[src/rtl/fe_capture_sequencer_pkg.sv]
// rtl/fe_capture_sequencer_pkg.sv - state encodings shared by the capture sequencer and register readback
package fe_capture_sequencer_pkg;

    localparam int FE_SEQ_STATE_WIDTH = 3;

    typedef enum logic [FE_SEQ_STATE_WIDTH-1:0] {
        FE_SEQ_S_IDLE    = 3'd0,
        FE_SEQ_S_ARMED   = 3'd1,
        FE_SEQ_S_DELAY   = 3'd2,
        FE_SEQ_S_CAPTURE = 3'd3,
        FE_SEQ_S_DONE    = 3'd4
    } fe_seq_state_e;

endpackage

[src/rtl/fe_capture_sequencer_if.sv]
// rtl/fe_capture_sequencer_if.sv - sequencer to front-end capture control/status bundle
interface fe_capture_sequencer_if;

    logic I_trigger;
    logic I_capturing;
    logic I_fifo_full;
    logic O_arm_fe;
    logic O_capture_enable;

    modport master (
        input  I_trigger,
        input  I_capturing,
        input  I_fifo_full,
        output O_arm_fe,
        output O_capture_enable
    );

    modport slave (
        output I_trigger,
        output I_capturing,
        output I_fifo_full,
        input  O_arm_fe,
        input  O_capture_enable
    );

endinterface

[src/rtl/fe_capture_sequencer_down_counter.sv]
// rtl/fe_capture_sequencer_down_counter.sv - loadable down counter with zero flag
module pw_load_down_counter #(
    parameter int pWIDTH = 8
) (
    input  logic              clk,
    input  logic              rst,
    input  logic              load,
    input  logic [pWIDTH-1:0] load_value,
    input  logic              dec,
    output logic              zero
);

    logic [pWIDTH-1:0] count_q;

    // Load wins over decrement; the count saturates at zero.
    always_ff @(posedge clk) begin
        if (rst) begin
            count_q <= '0;
        end else if (load) begin
            count_q <= load_value;
        end else if (dec && (count_q != '0)) begin
            count_q <= count_q - pWIDTH'(1);
        end
    end

    assign zero = (count_q == '0);

endmodule

[src/rtl/fe_capture_sequencer.sv]
// rtl/fe_capture_sequencer.sv - arm/trigger/delay/window sequencing for the front-end capture path
module fe_capture_sequencer
    import fe_capture_sequencer_pkg::*;
#(
    parameter int pDELAY_WIDTH      = 20,
    parameter int pCAP_CYCLES_WIDTH = 24,
    parameter int pSEG_WIDTH        = 8
) (
    input  logic                         fe_clk,
    input  logic                         reset_i,
    input  logic                         I_arm,
    input  logic                         I_abort,
    input  logic [pDELAY_WIDTH-1:0]      I_trigger_delay,
    input  logic [pCAP_CYCLES_WIDTH-1:0] I_capture_cycles,
    input  logic [pSEG_WIDTH-1:0]        I_segments,
    fe_capture_sequencer_if.master       fe,
    output logic [FE_SEQ_STATE_WIDTH-1:0] O_state,
    output logic [pSEG_WIDTH-1:0]        O_segment_count,
    output logic                         O_done,
    output logic                         O_trigger_missed,
    output logic                         O_full_stop
);

    fe_seq_state_e state_q, state_d;

    logic arm_r, trig_r;
    logic arm_edge, trig_edge, stop_req;
    logic [pSEG_WIDTH-1:0] seg_target_q, seg_count_q, seg_count_next;
    logic missed_q, full_stop_q, open_ended_q, first_cap_q;

    logic arm_start, delay_load, delay_dec, cap_load, cap_dec;
    logic seg_inc, set_missed, set_full;
    logic delay_zero, cap_zero, window_end;

    assign arm_edge       = I_arm & ~arm_r;
    assign trig_edge      = fe.I_trigger & ~trig_r;
    assign stop_req       = I_abort | ~I_arm;
    assign seg_count_next = seg_count_q + pSEG_WIDTH'(1);

    // Open-ended windows ignore I_capturing on the first cycle while the front end catches up.
    assign window_end = open_ended_q ? (~first_cap_q & ~fe.I_capturing) : cap_zero;

    pw_load_down_counter #(.pWIDTH(pDELAY_WIDTH)) u_delay_ctr (
        .clk        (fe_clk),
        .rst        (reset_i),
        .load       (delay_load),
        .load_value (I_trigger_delay - pDELAY_WIDTH'(1)),
        .dec        (delay_dec),
        .zero       (delay_zero)
    );

    pw_load_down_counter #(.pWIDTH(pCAP_CYCLES_WIDTH)) u_cap_ctr (
        .clk        (fe_clk),
        .rst        (reset_i),
        .load       (cap_load),
        .load_value (I_capture_cycles - pCAP_CYCLES_WIDTH'(1)),
        .dec        (cap_dec),
        .zero       (cap_zero)
    );

    always_comb begin
        state_d    = state_q;
        arm_start  = 1'b0;
        delay_load = 1'b0;
        delay_dec  = 1'b0;
        cap_load   = 1'b0;
        cap_dec    = 1'b0;
        seg_inc    = 1'b0;
        set_missed = 1'b0;
        set_full   = 1'b0;
        case (state_q)
            FE_SEQ_S_IDLE: begin
                if (arm_edge) begin
                    state_d   = FE_SEQ_S_ARMED;
                    arm_start = 1'b1;
                end
            end
            FE_SEQ_S_ARMED: begin
                if (stop_req) begin
                    state_d = FE_SEQ_S_IDLE;
                end else if (trig_edge) begin
                    if (I_trigger_delay == '0) begin
                        state_d  = FE_SEQ_S_CAPTURE;
                        cap_load = 1'b1;
                    end else begin
                        state_d    = FE_SEQ_S_DELAY;
                        delay_load = 1'b1;
                    end
                end
            end
            FE_SEQ_S_DELAY: begin
                if (stop_req) begin
                    state_d = FE_SEQ_S_IDLE;
                end else if (fe.I_fifo_full) begin
                    state_d  = FE_SEQ_S_DONE;
                    set_full = 1'b1;
                end else begin
                    set_missed = trig_edge;
                    if (delay_zero) begin
                        state_d  = FE_SEQ_S_CAPTURE;
                        cap_load = 1'b1;
                    end else begin
                        delay_dec = 1'b1;
                    end
                end
            end
            FE_SEQ_S_CAPTURE: begin
                if (stop_req) begin
                    state_d = FE_SEQ_S_IDLE;
                end else if (fe.I_fifo_full) begin
                    state_d  = FE_SEQ_S_DONE;
                    set_full = 1'b1;
                end else begin
                    set_missed = trig_edge;
                    cap_dec    = 1'b1;
                    if (window_end) begin
                        seg_inc = 1'b1;
                        state_d = (seg_count_next == seg_target_q) ? FE_SEQ_S_DONE : FE_SEQ_S_ARMED;
                    end
                end
            end
            FE_SEQ_S_DONE: begin
                if (!I_arm) begin
                    state_d = FE_SEQ_S_IDLE;
                end
            end
            default: state_d = FE_SEQ_S_IDLE;
        endcase
    end

    always_ff @(posedge fe_clk) begin
        if (reset_i) begin
            state_q      <= FE_SEQ_S_IDLE;
            arm_r        <= 1'b0;
            trig_r       <= 1'b0;
            seg_target_q <= '0;
            seg_count_q  <= '0;
            missed_q     <= 1'b0;
            full_stop_q  <= 1'b0;
            open_ended_q <= 1'b0;
            first_cap_q  <= 1'b0;
        end else begin
            state_q     <= state_d;
            arm_r       <= I_arm;
            trig_r      <= fe.I_trigger;
            first_cap_q <= cap_load;
            if (cap_load) begin
                open_ended_q <= (I_capture_cycles == '0);
            end
            if (arm_start) begin
                seg_target_q <= (I_segments == '0) ? pSEG_WIDTH'(1) : I_segments;
                seg_count_q  <= '0;
                missed_q     <= 1'b0;
                full_stop_q  <= 1'b0;
            end else begin
                if (seg_inc) begin
                    seg_count_q <= seg_count_next;
                end
                if (set_missed) begin
                    missed_q <= 1'b1;
                end
                if (set_full) begin
                    full_stop_q <= 1'b1;
                end
            end
        end
    end

    assign fe.O_arm_fe         = (state_q == FE_SEQ_S_ARMED) || (state_q == FE_SEQ_S_DELAY) ||
                                 (state_q == FE_SEQ_S_CAPTURE);
    assign fe.O_capture_enable = (state_q == FE_SEQ_S_CAPTURE);
    assign O_done              = (state_q == FE_SEQ_S_DONE);
    assign O_state             = state_q;
    assign O_segment_count     = seg_count_q;
    assign O_trigger_missed    = missed_q;
    assign O_full_stop         = full_stop_q;

endmodule
[src/flat_wrapper.sv]
// flat-port wrapper written by rule: the top's interface ports become plain ports
module fe_capture_sequencer_flat import fe_capture_sequencer_pkg::*;
#(
    parameter int pDELAY_WIDTH      = 20,
    parameter int pCAP_CYCLES_WIDTH = 24,
    parameter int pSEG_WIDTH        = 8
)
  (fe_clk, reset_i, I_arm, I_abort, I_trigger_delay, I_capture_cycles, I_segments, O_state, O_segment_count, O_done, O_trigger_missed, O_full_stop, fe_I_trigger, fe_I_capturing, fe_I_fifo_full, fe_O_arm_fe, fe_O_capture_enable);
  fe_capture_sequencer_if fe_i ();
  input  logic fe_clk;
  input  logic reset_i;
  input  logic I_arm;
  input  logic I_abort;
  input  logic [pDELAY_WIDTH-1:0] I_trigger_delay;
  input  logic [pCAP_CYCLES_WIDTH-1:0] I_capture_cycles;
  input  logic [pSEG_WIDTH-1:0] I_segments;
  output logic [FE_SEQ_STATE_WIDTH-1:0] O_state;
  output logic [pSEG_WIDTH-1:0] O_segment_count;
  output logic O_done;
  output logic O_trigger_missed;
  output logic O_full_stop;
  input wire logic [$bits(fe_i.I_trigger)-1:0] fe_I_trigger;
  input wire logic [$bits(fe_i.I_capturing)-1:0] fe_I_capturing;
  input wire logic [$bits(fe_i.I_fifo_full)-1:0] fe_I_fifo_full;
  output wire logic [$bits(fe_i.O_arm_fe)-1:0] fe_O_arm_fe;
  output wire logic [$bits(fe_i.O_capture_enable)-1:0] fe_O_capture_enable;
  assign fe_i.I_trigger = fe_I_trigger;
  assign fe_i.I_capturing = fe_I_capturing;
  assign fe_i.I_fifo_full = fe_I_fifo_full;
  assign fe_O_arm_fe = fe_i.O_arm_fe;
  assign fe_O_capture_enable = fe_i.O_capture_enable;
  fe_capture_sequencer #(.pDELAY_WIDTH(pDELAY_WIDTH), .pCAP_CYCLES_WIDTH(pCAP_CYCLES_WIDTH), .pSEG_WIDTH(pSEG_WIDTH)) u_core (.fe_clk(fe_clk), .reset_i(reset_i), .I_arm(I_arm), .I_abort(I_abort), .I_trigger_delay(I_trigger_delay), .I_capture_cycles(I_capture_cycles), .I_segments(I_segments), .fe(fe_i), .O_state(O_state), .O_segment_count(O_segment_count), .O_done(O_done), .O_trigger_missed(O_trigger_missed), .O_full_stop(O_full_stop));
endmodule
[config.mk]
export PLATFORM = sky130hd
export DESIGN_NAME = fe_capture_sequencer_flat
export DESIGN_NICKNAME = d
export VERILOG_FILES = /design/src/rtl/fe_capture_sequencer_pkg.sv /design/src/rtl/fe_capture_sequencer_if.sv /design/src/rtl/fe_capture_sequencer_down_counter.sv /design/src/rtl/fe_capture_sequencer.sv /design/src/flat_wrapper.sv
export SDC_FILE = /design/constraint.sdc
export NUM_CORES = 1
export LEC_CHECK = 0
export CAP_MARGIN = 20
export CORE_UTILIZATION = 60
export CTS_BUF_LIST = sky130_fd_sc_hd__clkbuf_8
export DETAILED_ROUTE_END_ITERATION = 10
export PLACE_DENSITY = 0.88
export SYNTH_ARGS = -nofsm -noshare
export SYNTH_HDL_FRONTEND = slang
export SYNTH_SLANG_ARGS = --single-unit
[constraint.sdc]
create_clock -name fe_clk -period 10.85 [get_ports fe_clk]
set_clock_uncertainty 0.2 [all_clocks]
set_input_delay 2.7125 -clock fe_clk [delete_from_list [all_inputs] [get_ports fe_clk]]
set_output_delay 2.7125 -clock fe_clk [all_outputs]
set_load 0.01 [all_outputs]
==> results.ini, run 1 <==
[worst_setup_path]
critPathMaxStageDelay_ns=0.74
path_class=input pin to flop
crit_required_ns=10.94
path_buf_inv=1
crit_path_end_kind=flop
crit_chain=clkdlybuf4s50_1 -> nor4_1 -> nand4_2 -> o32ai_4 -> mux2i_1 -> ha_1 -> or3b_2 -> or4_1 -> o311a_1 -> or3_1 -> a31oi_1 -> a21boi_2
worst-endpoint-arrival_ns=7.34
cpLargestDelayFamily=simple AND/OR/NAND/NOR gates
worstPathMaxFanout=15
cp-start-kind=input pin
cp_slowest_cell=o32ai_4

[detailed_routing]
vias_per_cell=6.39
post_drt_wl_per_cell_microns=17.2
wl_met2_microns=6520
dr.pass1.iters=5
antenna_left=0
route.detailed.drc=0
num_vias=4905
drtIter0Drc=309
met3_length_microns=798
topRoutingLayerUsed=met4
wl_met1_microns=5540
wl_microns=13200

[cts]
clock_latency_ns=0.36
htree_levels=3
cts_buffers=9
postCtsSetupRepairBufs=0
clkTransAtPathRegs_ns=0.08
clockBufferDepth=2
ctsRootBufferMaster=clkbuf_8
cts_resized=0
numClockSinks=69
cts_hold_buf=0
cts_tree=done

[die]
die_w_microns=90.5
core_sq_um=7410
floorplan.initialDensity_pct=63.4
dieArea_sq_um=8190
die-height_microns=90.5
io_pins=75
rows=31

[place]
placed_area_sq_um=5510
hpwl_microns=9310
port_buffers=74
gp_congestion=0.874

[logic_synthesis]
synthesis.nets=657
ys_warn_count=0
synthArstFlopShare_pct=0
ys_seq_area_share_pct=29.4
synth_area_per_cell_sq_um=7.90
synth_ff_type=dfxtp_1
yosysUniqueCellTypes=64
synth-edff-count=0
syn_inst=595
synth_area_sq_um=4700
synth_seq_cells=69

[timing]
rsz0062_at_grt=false
relSlewSlack_pct=32.4
period_share_pct=66.8
finalSetupTns_ns=0
worst_slew_pin_slew_ns=1.01
setup_violations=0
finalHoldViolCount=0
finalMaxSlewViolations=0
fin_crit_ns=7.24
max_freq_mhz=138

[pwr]
power_uw=764
vdd_ir_drop_max_v=0.0000790
leakage_uw=0.00215
p_per_area_nw_per_um2=133

[cells_and_area]
layout_commonest_cell=nor2_1
fin_area_sq_um=5760
drive_gt1_share_pct=6.73
area_delta_synth_final_pct=22.6
nFillCells=537
antennaDiodeCount=0
finish.utilization_pct=77.8
final_cell_mix=81 x nor2_1, 74 x clkdlybuf4s50_1, 69 x dfxtp_1, 46 x nand2_1, 44 x nor3_1
fin_nets=726

[grt]
grt_pass1_wl_microns=21600
grt_use_total_pct=32.3
grt_pass1_vias=4676
grt_max_degree=49
overflow=0
antenna_found_initial=0

[min_path]
min-delay-path-class=flop to flop

[flow_run]
maxCapViolCount=0

[run_status]
status=finished clean

-- cells in the mapped netlist (10+ instances only) --
library cell  count  area share (%)
a211oi_1         22             3.5
or3_1            10             1.3
mux2i_1          25             5.3
xor2_1           32             6.0
or4_1            12             1.9
nor2_1           81             6.5
xnor2_1          42             7.8
nor4_1           25             3.3
nand2_1          46             3.7
a21oi_1          31             3.3
o21ai_0          18             1.9
nor3_1           44             4.7
clkbuf_1         17             1.4
dfxtp_1          69              29
-- flip-flops by register name, indices dropped and copies added, names as in the netlist --
signal                      flops
u_core.O_full_stop              1
u_core.O_segment_count          8
u_core.O_state                  3
u_core.O_trigger_missed         1
u_core.arm_r                    1
u_core.first_cap_q              1
u_core.open_ended_q             1
u_core.seg_target_q             8
u_core.trig_r                   1
u_core.u_cap_ctr.count_q       24
u_core.u_delay_ctr.count_q     20
-- area by class of cell --
cell class	count	area, sq um	area share, %
tap	99	124	2.15
clock inverter	7	124	2.15
clock buffer	9	124	2.15
multi-input combinational	499	3210	55.7
sequential	69	1380	24.0
inverter	7	26.3	0.456
timing repair buffer	78	771	13.4
-- worst paths after layout --
path | start | cells after the start | slack [ns] | to
min | u_core.open_ended_q | 2 | 0.26 | u_core.open_ended_q
min reg2reg | u_core.open_ended_q | 2 | 0.26 | u_core.open_ended_q
max reg2reg | u_core.u_delay_ctr.count_q[5] | 13 | 6.00 | u_core.u_cap_ctr.count_q[20]
max | I_trigger_delay[9] | 12 | 3.61 | u_core.u_cap_ctr.count_q[20]
-- layer usage --
layer  up-vias  global-route usage [%]
li1       2323                       -
met4         0                    13.2
met1      2328                    39.0
met5         -                       0
met3        34                    5.13
met2       220                    56.6
-- power breakdown --
group / leakage, uW / switching [uW] / internal, uW
Combinational: 0.00148 / 123 / 95.7
Sequential: 0.000558 / 15.4 / 265
Clock: 0.000120 / 111 / 154
-- cells by family (layout without fill, tap and decap cells) --
family	after synthesis	count (layout)	synth area share, %
compound gates	117	117	17.2
xor+xnor	74	74	13.8
fa+ha+maj	3	3	0.799
buf+inv	27	101	2.24
flops	69	69	29.4
mux	28	28	6.05
simple gates	277	277	30.5
-- metrics by stage --
stage,cells,hold slack (ns),setup slack [ns]
after floorplan,595,0.232,4.27
after global placement,752,0.239,3.43
after detailed placement,752,0.252,3.31
after CTS,768,0.263,3.65
after global routing,768,0.285,3.40
final,768,0.260,3.61
-- worst reg2reg max path, stage by stage, from the launching register on --
cell	delay [ns]
dfxtp_1	0.38
or4_4	0.57
or4_4	0.55
nor3_2	0.35
nor2_1	0.08
buf_4	0.21
a21boi_0	0.20
ha_1	0.29
or3b_2	0.46
or4_1	0.47
o311a_1	0.37
or3_1	0.33
a31oi_1	0.17
a21boi_2	0.17
Power figures use the tool's default switching activity.
==> run 2, diff against run 1 <==
- CORE_UTILIZATION: 60 -> 56
- PLACE_DENSITY: 0.88 -> 0.83
- clock period: 10.85 -> 6.78 ns (I/O delays scaled with it)
==> results.ini, run 2 (synthesis results as in run 1) <==
[timing]
max_freq_mhz=168
finalMaxSlewViolations=0
setup_violations=0
finalSetupTns_ns=0
relSlewSlack_pct=32.7
period_share_pct=87.7
fin_ws_ns=0.832
worst_slew_pin_slew_ns=1.01
finalHoldViolCount=0
fin_crit_ns=5.95
rsz0062_at_grt=false

[die]
dieArea_sq_um=8760
floorplan.initialDensity_pct=57.5
die-height_microns=93.6
die_w_microns=93.6
io_pins=75
core_sq_um=8180
rows=33

[pwr]
p_comb_share_pct=30.4
pwr-share-seq_pct=39.5
clkPwrFrac_pct=30.1
p_per_area_nw_per_um2=197
vdd_ir_drop_max_v=0.000106
internal-power_uw=748
p_sw_uw=384
swShare_pct=33.9
leakage_uw=0.00215
power_uw=1130

[cts]
cts_tree=done
postCtsSetupRepairBufs=0
htree_levels=3
clockBufferDepth=2
cts_buffers=9
numClockSinks=69
cts_resized=0
clock_latency_ns=0.35
cts_hold_buf=0
ctsRootBufferMaster=clkbuf_8
clkTransAtPathRegs_ns=0.08

[worst_setup_path]
crit_chain=clkdlybuf4s50_1 -> nor4_1 -> nand4_2 -> nor3_1 -> nor2_1 -> a21boi_0 -> ha_1 -> or3b_2 -> nor4_1 -> nand4_1 -> o311a_1 -> or3_1 -> a31oi_1 -> a21boi_2
cp_slowest_cell=nor4_1
worstPathMaxFanout=6
critPathMaxStageDelay_ns=0.57
worst-endpoint-arrival_ns=6.04
cp-start-kind=input pin
crit_required_ns=6.87
crit_path_end_kind=flop
path_class=input pin to flop
crit_top_cell=nor4_1

[run_status]
status=finished clean

[cells_and_area]
fin_nets=730
fin_area_sq_um=5750
final_cell_mix=81 x nor2_1, 74 x clkdlybuf4s50_1, 69 x dfxtp_1, 46 x nand2_1, 44 x nor3_1
antennaDiodeCount=0
drive_gt1_share_pct=7.28
layout_commonest_cell=nor2_1
largestRegisters=u_core.u_cap_ctr.count_q (24), u_core.u_delay_ctr.count_q (20)
regMostFlops=u_core.u_cap_ctr.count_q
area_delta_synth_final_pct=22.3
largest_reg_flops=24

[grt]
grt_use_total_pct=29.8
grt_pass1_vias=4694
antenna_found_initial=0
grt_pass1_wl_microns=20800
grt_max_degree=49
overflow=0

[detailed_routing]
post_drt_wl_per_cell_microns=16.2
route.detailed.drc=0
wl_microns=12600
vias_per_cell=6.21
dr.pass1.iters=5
drtIter0Drc=262
num_vias=4829
antenna_left=0

[place]
placed_area_sq_um=5550
hpwl_microns=9280
place_worst_setup_slack_ns=0.554
port_buffers=74
gp_congestion=0.899

[flow_run]
maxCapViolCount=0

[min_path]
min-delay-path-class=flop to flop

==> run 2: worst paths after layout <==
kind | slack (ns) | to | cells past startpoint | from
worst max register to register | 2.15 | u_core.u_cap_ctr.count_q[20] | 13 | u_core.u_delay_ctr.count_q[5]
worst min register to register | 0.25 | u_core.open_ended_q | 2 | u_core.open_ended_q
worst min-delay path | 0.25 | u_core.open_ended_q | 2 | u_core.open_ended_q
worst max-delay path | 0.83 | u_core.u_cap_ctr.count_q[20] | 14 | I_trigger_delay[9]
==> run 2: cell type report <==
class	instances	area (sq um)
multi-input cells	499	3210
clock inverters	7	72.6
inverters	7	26.3
well taps	105	131
repair buffers	82	801
clock buffers	9	124
fillers	678	2430
flip-flops and latches	69	1380
==> run 2: per-layer routing <==
layer | vias to the layer above | wire length, microns | track usage [%]
met4 | 0 | 265 | 13.2
met3 | 30 | 802 | 5.20
met2 | 182 | 6300 | 52.9
li1 | 2348 | - | -
met5 | - | 0 | 0
met1 | 2269 | 5220 | 34.8
==> run 2: worst max-delay path, delay by kind of cell <==
| kind | cells | cell delay, ns |
|---|---|---|
| fa+ha+maj | 1 | 0.30 |
| simple gates | 8 | 2.82 |
| compound gates | 4 | 0.71 |
| buf+inv | 1 | 0.50 |
==> run 2: per-stage QoR <==
step                hold slack [ns]  util (%)  cells
finish                        0.252      70.3    778
CTS                           0.259      70.3    778
detailed placement            0.249      67.9    762
floorplan                     0.232         -    595
global placement              0.243      67.9    762
global route                  0.277      70.3    778
==> run 2: power groups by stage <==
stage                     Clock, uW  Combinational, uW  Sequential (uW)
after detailed placement          0                338              456
after CTS                       344                341              447
after floorplan                   0                232              449
final                           341                344              448
after global placement            0                330              455
after global routing            368                374              451
==> RTL edit 1: new RTL, config.mk and constraints of run 2 <==
`pSEG_WIDTH` is set to 8 in 2 places; all go to 6.
--- a/src/rtl/fe_capture_sequencer.sv
+++ b/src/rtl/fe_capture_sequencer.sv
@@ -4,7 +4,7 @@
 #(
     parameter int pDELAY_WIDTH      = 20,
     parameter int pCAP_CYCLES_WIDTH = 24,
-    parameter int pSEG_WIDTH        = 8
+    parameter int pSEG_WIDTH        = 6
 ) (
     input  logic                         fe_clk,
     input  logic                         reset_i,
--- a/src/flat_wrapper.sv
+++ b/src/flat_wrapper.sv
@@ -3,7 +3,7 @@
 #(
     parameter int pDELAY_WIDTH      = 20,
     parameter int pCAP_CYCLES_WIDTH = 24,
-    parameter int pSEG_WIDTH        = 8
+    parameter int pSEG_WIDTH        = 6
 )
   (fe_clk, reset_i, I_arm, I_abort, I_trigger_delay, I_capture_cycles, I_segments, O_state, O_segment_count, O_done, O_trigger_missed, O_full_stop, fe_I_trigger, fe_I_capturing, fe_I_fifo_full, fe_O_arm_fe, fe_O_capture_enable);
   fe_capture_sequencer_if fe_i ();
Interface: changed (resized I_segments and O_segment_count); port bits go from 75 to 71. No check against the original RTL was run, so the function may have changed too.
==> RTL edit 1 against run 2 <==
  * Fmax fell by 0.90%
  * Design area fell by 8.9%
  * Final cell count fell by 11%
  * Wire length fell by 12%
  * Count of clock-buffer cells in the layout rose by 1
  * Worst hold slack improved by 0.018 ns
  * Power fell by 19%
  * Worst setup slack got worse by 0.054 ns
  * Non-clock buffer count fell by 6
  * Sequential cell count fell by 4
  * Synthesized cell count fell by 12%
  * Area after synthesis fell by 9.2%
  * Critical path depth rose by 1
  * Critical endpoint unchanged
==> RTL edit 1: results (changes against run 2) <==
Routing
The routed wirelength normalized by instance count is 15.9 um (-1.5%). The violation count after the first detailed-route iteration is 257 (-1.9%). The total via count in the routed design is 4246 (-12%).

Yosys
The number of library cell types mapped by synthesis is 68 (+6.3%). Yosys attributes the largest share of cell area to sky130_fd_sc_hd__dfxtp_1 (30%), sky130_fd_sc_hd__xnor2_1 (8.8%), sky130_fd_sc_hd__xor2_1 (6.0%). Ranked by instance count, the synthesized netlist is headed by sky130_fd_sc_hd__nor2_1 (66), sky130_fd_sc_hd__dfxtp_1 (65), sky130_fd_sc_hd__xnor2_1 (43), sky130_fd_sc_hd__nand2_1 (36), sky130_fd_sc_hd__nor3_1 (32).

The post-synthesis adder-cell area fraction came to 0.880% (+0.081 points). The gate count after technology mapping came to 523 (-12%). The portion of the post-synthesis area used by sequential elements is 30.5% (+1.1 points). The post-synthesis net count is 583 (-11%).

The complex-gate fraction of the synthesized area is 18.3% (+1.1 points). The portion of netlist area occupied by mux cells is 3.55% (-2.5 points).

Setup path
The most critical setup path has its startpoint at I_trigger_delay[2]. The highest net fanout along the worst path came to 7 (+1). The longest individual stage delay on the worst path is 0.60 ns (+0.03 ns). In this run the critical register-to-register path is launched from u_core.u_delay_ctr.count_q[13].

Placement
The final estimated routing congestion in global placement is 0.876 (-2.5%). The half-perimeter wire length after detailed placement was 7.95 mm (-14%). The placement-stage cell area was 5040 um2 (-9.2%). The count of input and output buffers was 70 (-5.4%). The worst slack at placement is 0.518 ns (-0.0366 ns).

GRT
The total routing resource utilization after global routing is 29.0% (-0.79 points). The via count of the first global-routing pass is 4035 (-14%). The first-pass GRT wire length is 18.0 mm (-13%).

Layout
The post-layout instance count excluding filler cells is 692 (-11%). The net total in the final layout was 649 (-11%).

Clock tree
The post-cts gate resize count is 0 (unchanged).

Power and ir drop
The peak ir drop on the vdd network is 95.0 uV (-11%). The static leakage power is 0.00181 uW (-16%). The switching component of the power was 265 uW (-31%).

Status
The run finished with clean final reports.

Timing
The headroom to the max-slew limit was 32.4% (-0.34 points).

Worst hold path
The worst hold path startpoint is u_core.open_ended_q.
==> RTL edit 1: cell count changes after synthesis, sizes merged, moves of 5 or more <==
cell | run 2 | this run
a21oi | 32 | 17
a31oi | 3 | 9
and2 | 6 | 1
mux2i | 25 | 14
nand2 | 46 | 37
nor2 | 81 | 66
nor3 | 45 | 32
nor4 | 26 | 19
==> RTL edit 1: worst paths after layout <==
| kind | slack, ns | end | cells past startpoint |
|---|---|---|---|
| hold reg to reg | 0.27 | u_core.open_ended_q | 2 |
| setup / recovery | 0.78 | u_core.u_cap_ctr.count_q[20] | 15 |
| setup reg to reg | 2.09 | u_core.u_cap_ctr.count_q[20] | 13 |
| hold / removal | 0.27 | u_core.open_ended_q | 2 |
==> RTL edit 1: power by group through the flow <==
| stage | combinational (uW) | sequential [uW] | clock, uW |
|---|---|---|---|
| finish | 180 | 403 | 333 |
| global route | 194 | 404 | 351 |
| CTS | 178 | 402 | 334 |
| detailed placement | 176 | 411 | 0 |
| global placement | 173 | 410 | 0 |
| floorplan | 108 | 407 | 0 |
==> RTL edit 1: metal layers <==
layer	track usage [%]	part of all wire (%)	wire [um]	vias up
li1	-	-	-	2079
met1	35.3	43	4700	1944
met2	49.5	48	5330	180
met3	5.91	6.2	686	43
met4	12.6	2.8	314	0
met5	0	0	0	-
==> RTL edit 1: cell type report <==
class                      instances  area, um2
clock inverter                     5       57.6
sequential                        65       1300
clock buffer                      10        138
multi-input combinational        432       2850
inverter                           5       18.8
timing repair buffer              76        746
fill                             596       2060
tap                               99        124
==> RTL edit 2: new RTL, config.mk and constraints of run 2 <==
Without the edit above. Make the reset (`reset_i` and `rst`) asynchronous in 2 clocked blocks.
--- a/src/rtl/fe_capture_sequencer_down_counter.sv
+++ b/src/rtl/fe_capture_sequencer_down_counter.sv
@@ -13,7 +13,7 @@
     logic [pWIDTH-1:0] count_q;
 
     // Load wins over decrement; the count saturates at zero.
-    always_ff @(posedge clk) begin
+    always_ff @(posedge clk or posedge rst) begin
         if (rst) begin
             count_q <= '0;
         end else if (load) begin
--- a/src/rtl/fe_capture_sequencer.sv
+++ b/src/rtl/fe_capture_sequencer.sv
@@ -128,7 +128,7 @@
         endcase
     end
 
-    always_ff @(posedge fe_clk) begin
+    always_ff @(posedge fe_clk or posedge reset_i) begin
         if (reset_i) begin
             state_q      <= FE_SEQ_S_IDLE;
             arm_r        <= 1'b0;
Function: differs if reset_i is asserted again (counterexample within 4 cycles, from zero or initial values and one cycle with reset_i high); with reset_i held inactive, the same outputs for 10 cycles.
==> RTL edit 2 against run 2 <==
  * First-iteration DRC count is 25% lower
  * Sequential cell count stayed put
  * Largest cell class unchanged
  * Design area up 3.7%
  * Area after synthesis grew 2.7%
  * Worst setup slack improved by 0.37 ns
  * Wire length decreased by 5.6%
Power is not compared: it rests on default switching activity, and its combinational part moved more than twofold at a synthesized area within 25%.
==> RTL edit 2: results (changes against run 2) <==
Worst hold path
The worst hold path startpoint is u_core.O_trigger_missed. For hold timing, the worst endpoint is u_core.O_trigger_missed.

Routing
The via density per instance was 5.97 (-3.8%). The routed wirelength normalized by instance count is 16.1 um (-0.18%). The routed wire length came to 11.9 mm (-5.6%). The violation count after the first detailed-route iteration came to 197 (-25%).

Setup path
The highest net fanout along the worst path came to 8 (+2). The slack of the worst reg-to-reg path is 2.74 ns (+0.59 ns). The longest individual stage delay on the worst path is 0.70 ns (+0.13 ns).

The critical path arrival is 5.61 ns (-0.43 ns). The count of cells along the worst register-to-register path is 12 (-1). The endpoint of the worst register-to-register path is u_core.u_cap_ctr.count_q[22]. In this run the critical register-to-register path is launched from u_core.O_state[2].

Yosys
The number of library cell types mapped by synthesis is 57 (-11%). The most used flip-flop cell after synthesis is sky130_fd_sc_hd__dfrtp_1. Sorting the synthesized cells by how often they occur yields sky130_fd_sc_hd__nor2_1 (82), sky130_fd_sc_hd__dfrtp_1 (69), sky130_fd_sc_hd__nand2_1 (57), sky130_fd_sc_hd__xnor2_1 (51), sky130_fd_sc_hd__xor2_1 (41). The portion of netlist area occupied by mux cells was 8.22% (+2.2 points). After synthesis, the cell types taking the most area are sky130_fd_sc_hd__dfrtp_1 (36%), sky130_fd_sc_hd__xnor2_1 (9.3%), sky130_fd_sc_hd__xor2_1 (7.4%). The post-synthesis adder-cell area fraction is 0.778% (-0.021 points). The post-synthesis net count is 614 (-6.5%).

The fraction of synthesized cell area in xor and xnor cells is 16.7% (+2.9 points). The portion of the post-synthesis area used by sequential elements is 35.8% (+6.4 points). The post-synthesis async set-or-reset flop share is 100% (+100 points). The complex-gate fraction of the synthesized area came to 8.66% (-8.5 points). The gate count after technology mapping is 552 (-7.2%).

Layout
The clock-cell share of area is 4.56% (+1.1 points). The portion of the layout cell area used by non-clock buffers came to 13.4% (-0.49 points). The share of cells above drive strength 1 was 8.24% (+0.96 points).

The layout clock buffer count is 10 (+1). The final sequential cell count was 69 (unchanged). The number of non-clock inverters was 3 (-4). The largest registers in the layout are u_core.u_cap_ctr.count_q x24, u_core.u_delay_ctr.count_q x20. The layout filler cell count is 637 (-6.0%). The total number of multi-input combinational cells is 461 (-7.6%). The sequential fraction of total cell area is 29.0% (+4.9 points).

Timing
The headroom to the max-slew limit was 41.1% (+8.4 points).

Status
The run finished with clean final reports.

Placement
The number of placed instances with taps included was 720 (-5.5%). The worst slack at placement is 0.905 ns (+0.350 ns). The final estimated routing congestion in global placement was 0.886 (-1.4%).

The half-perimeter wire length after detailed placement is 8.48 mm (-8.5%).

GRT
The total routing resource utilization after global routing is 28.3% (-1.5 points). The pin count of the biggest net entering global routing was 70 (+43%). The via count of the first global-routing pass is 4281 (-8.8%).
[RTL edit 2: how the worst max path moves through the flow]
stage | to | slack (ns) | cells after the start
detailed placement | u_core.u_cap_ctr.count_q[22] | 0.90 | 13
floorplan | u_core.u_cap_ctr.count_q[14] | 1.52 | 13
global placement | u_core.u_cap_ctr.count_q[22] | 1.10 | 13
finish | u_core.u_cap_ctr.count_q[22] | 1.20 | 13
CTS | u_core.u_cap_ctr.count_q[22] | 1.24 | 13
global route | u_core.u_cap_ctr.count_q[22] | 0.87 | 13
[RTL edit 2: through the flow]
stage	utilization [%]	area [um2]	hold slack (ns)	power [uW]
floorplan	-	4820	0.271	1530
global route	72.2	5960	0.355	2450
finish	72.2	5960	0.311	2280
CTS	72.2	5960	0.316	2270
detailed placement	68.9	5690	0.299	1790
global placement	68.9	5690	0.282	1760
[RTL edit 2: routing by layer]
layer | share of wire (%) | global-route usage [%]
met4 | 1.9 | 10.7
met1 | 43 | 36.0
met2 | 49 | 47.1
met5 | 0 | 0
met3 | 6.4 | 5.72
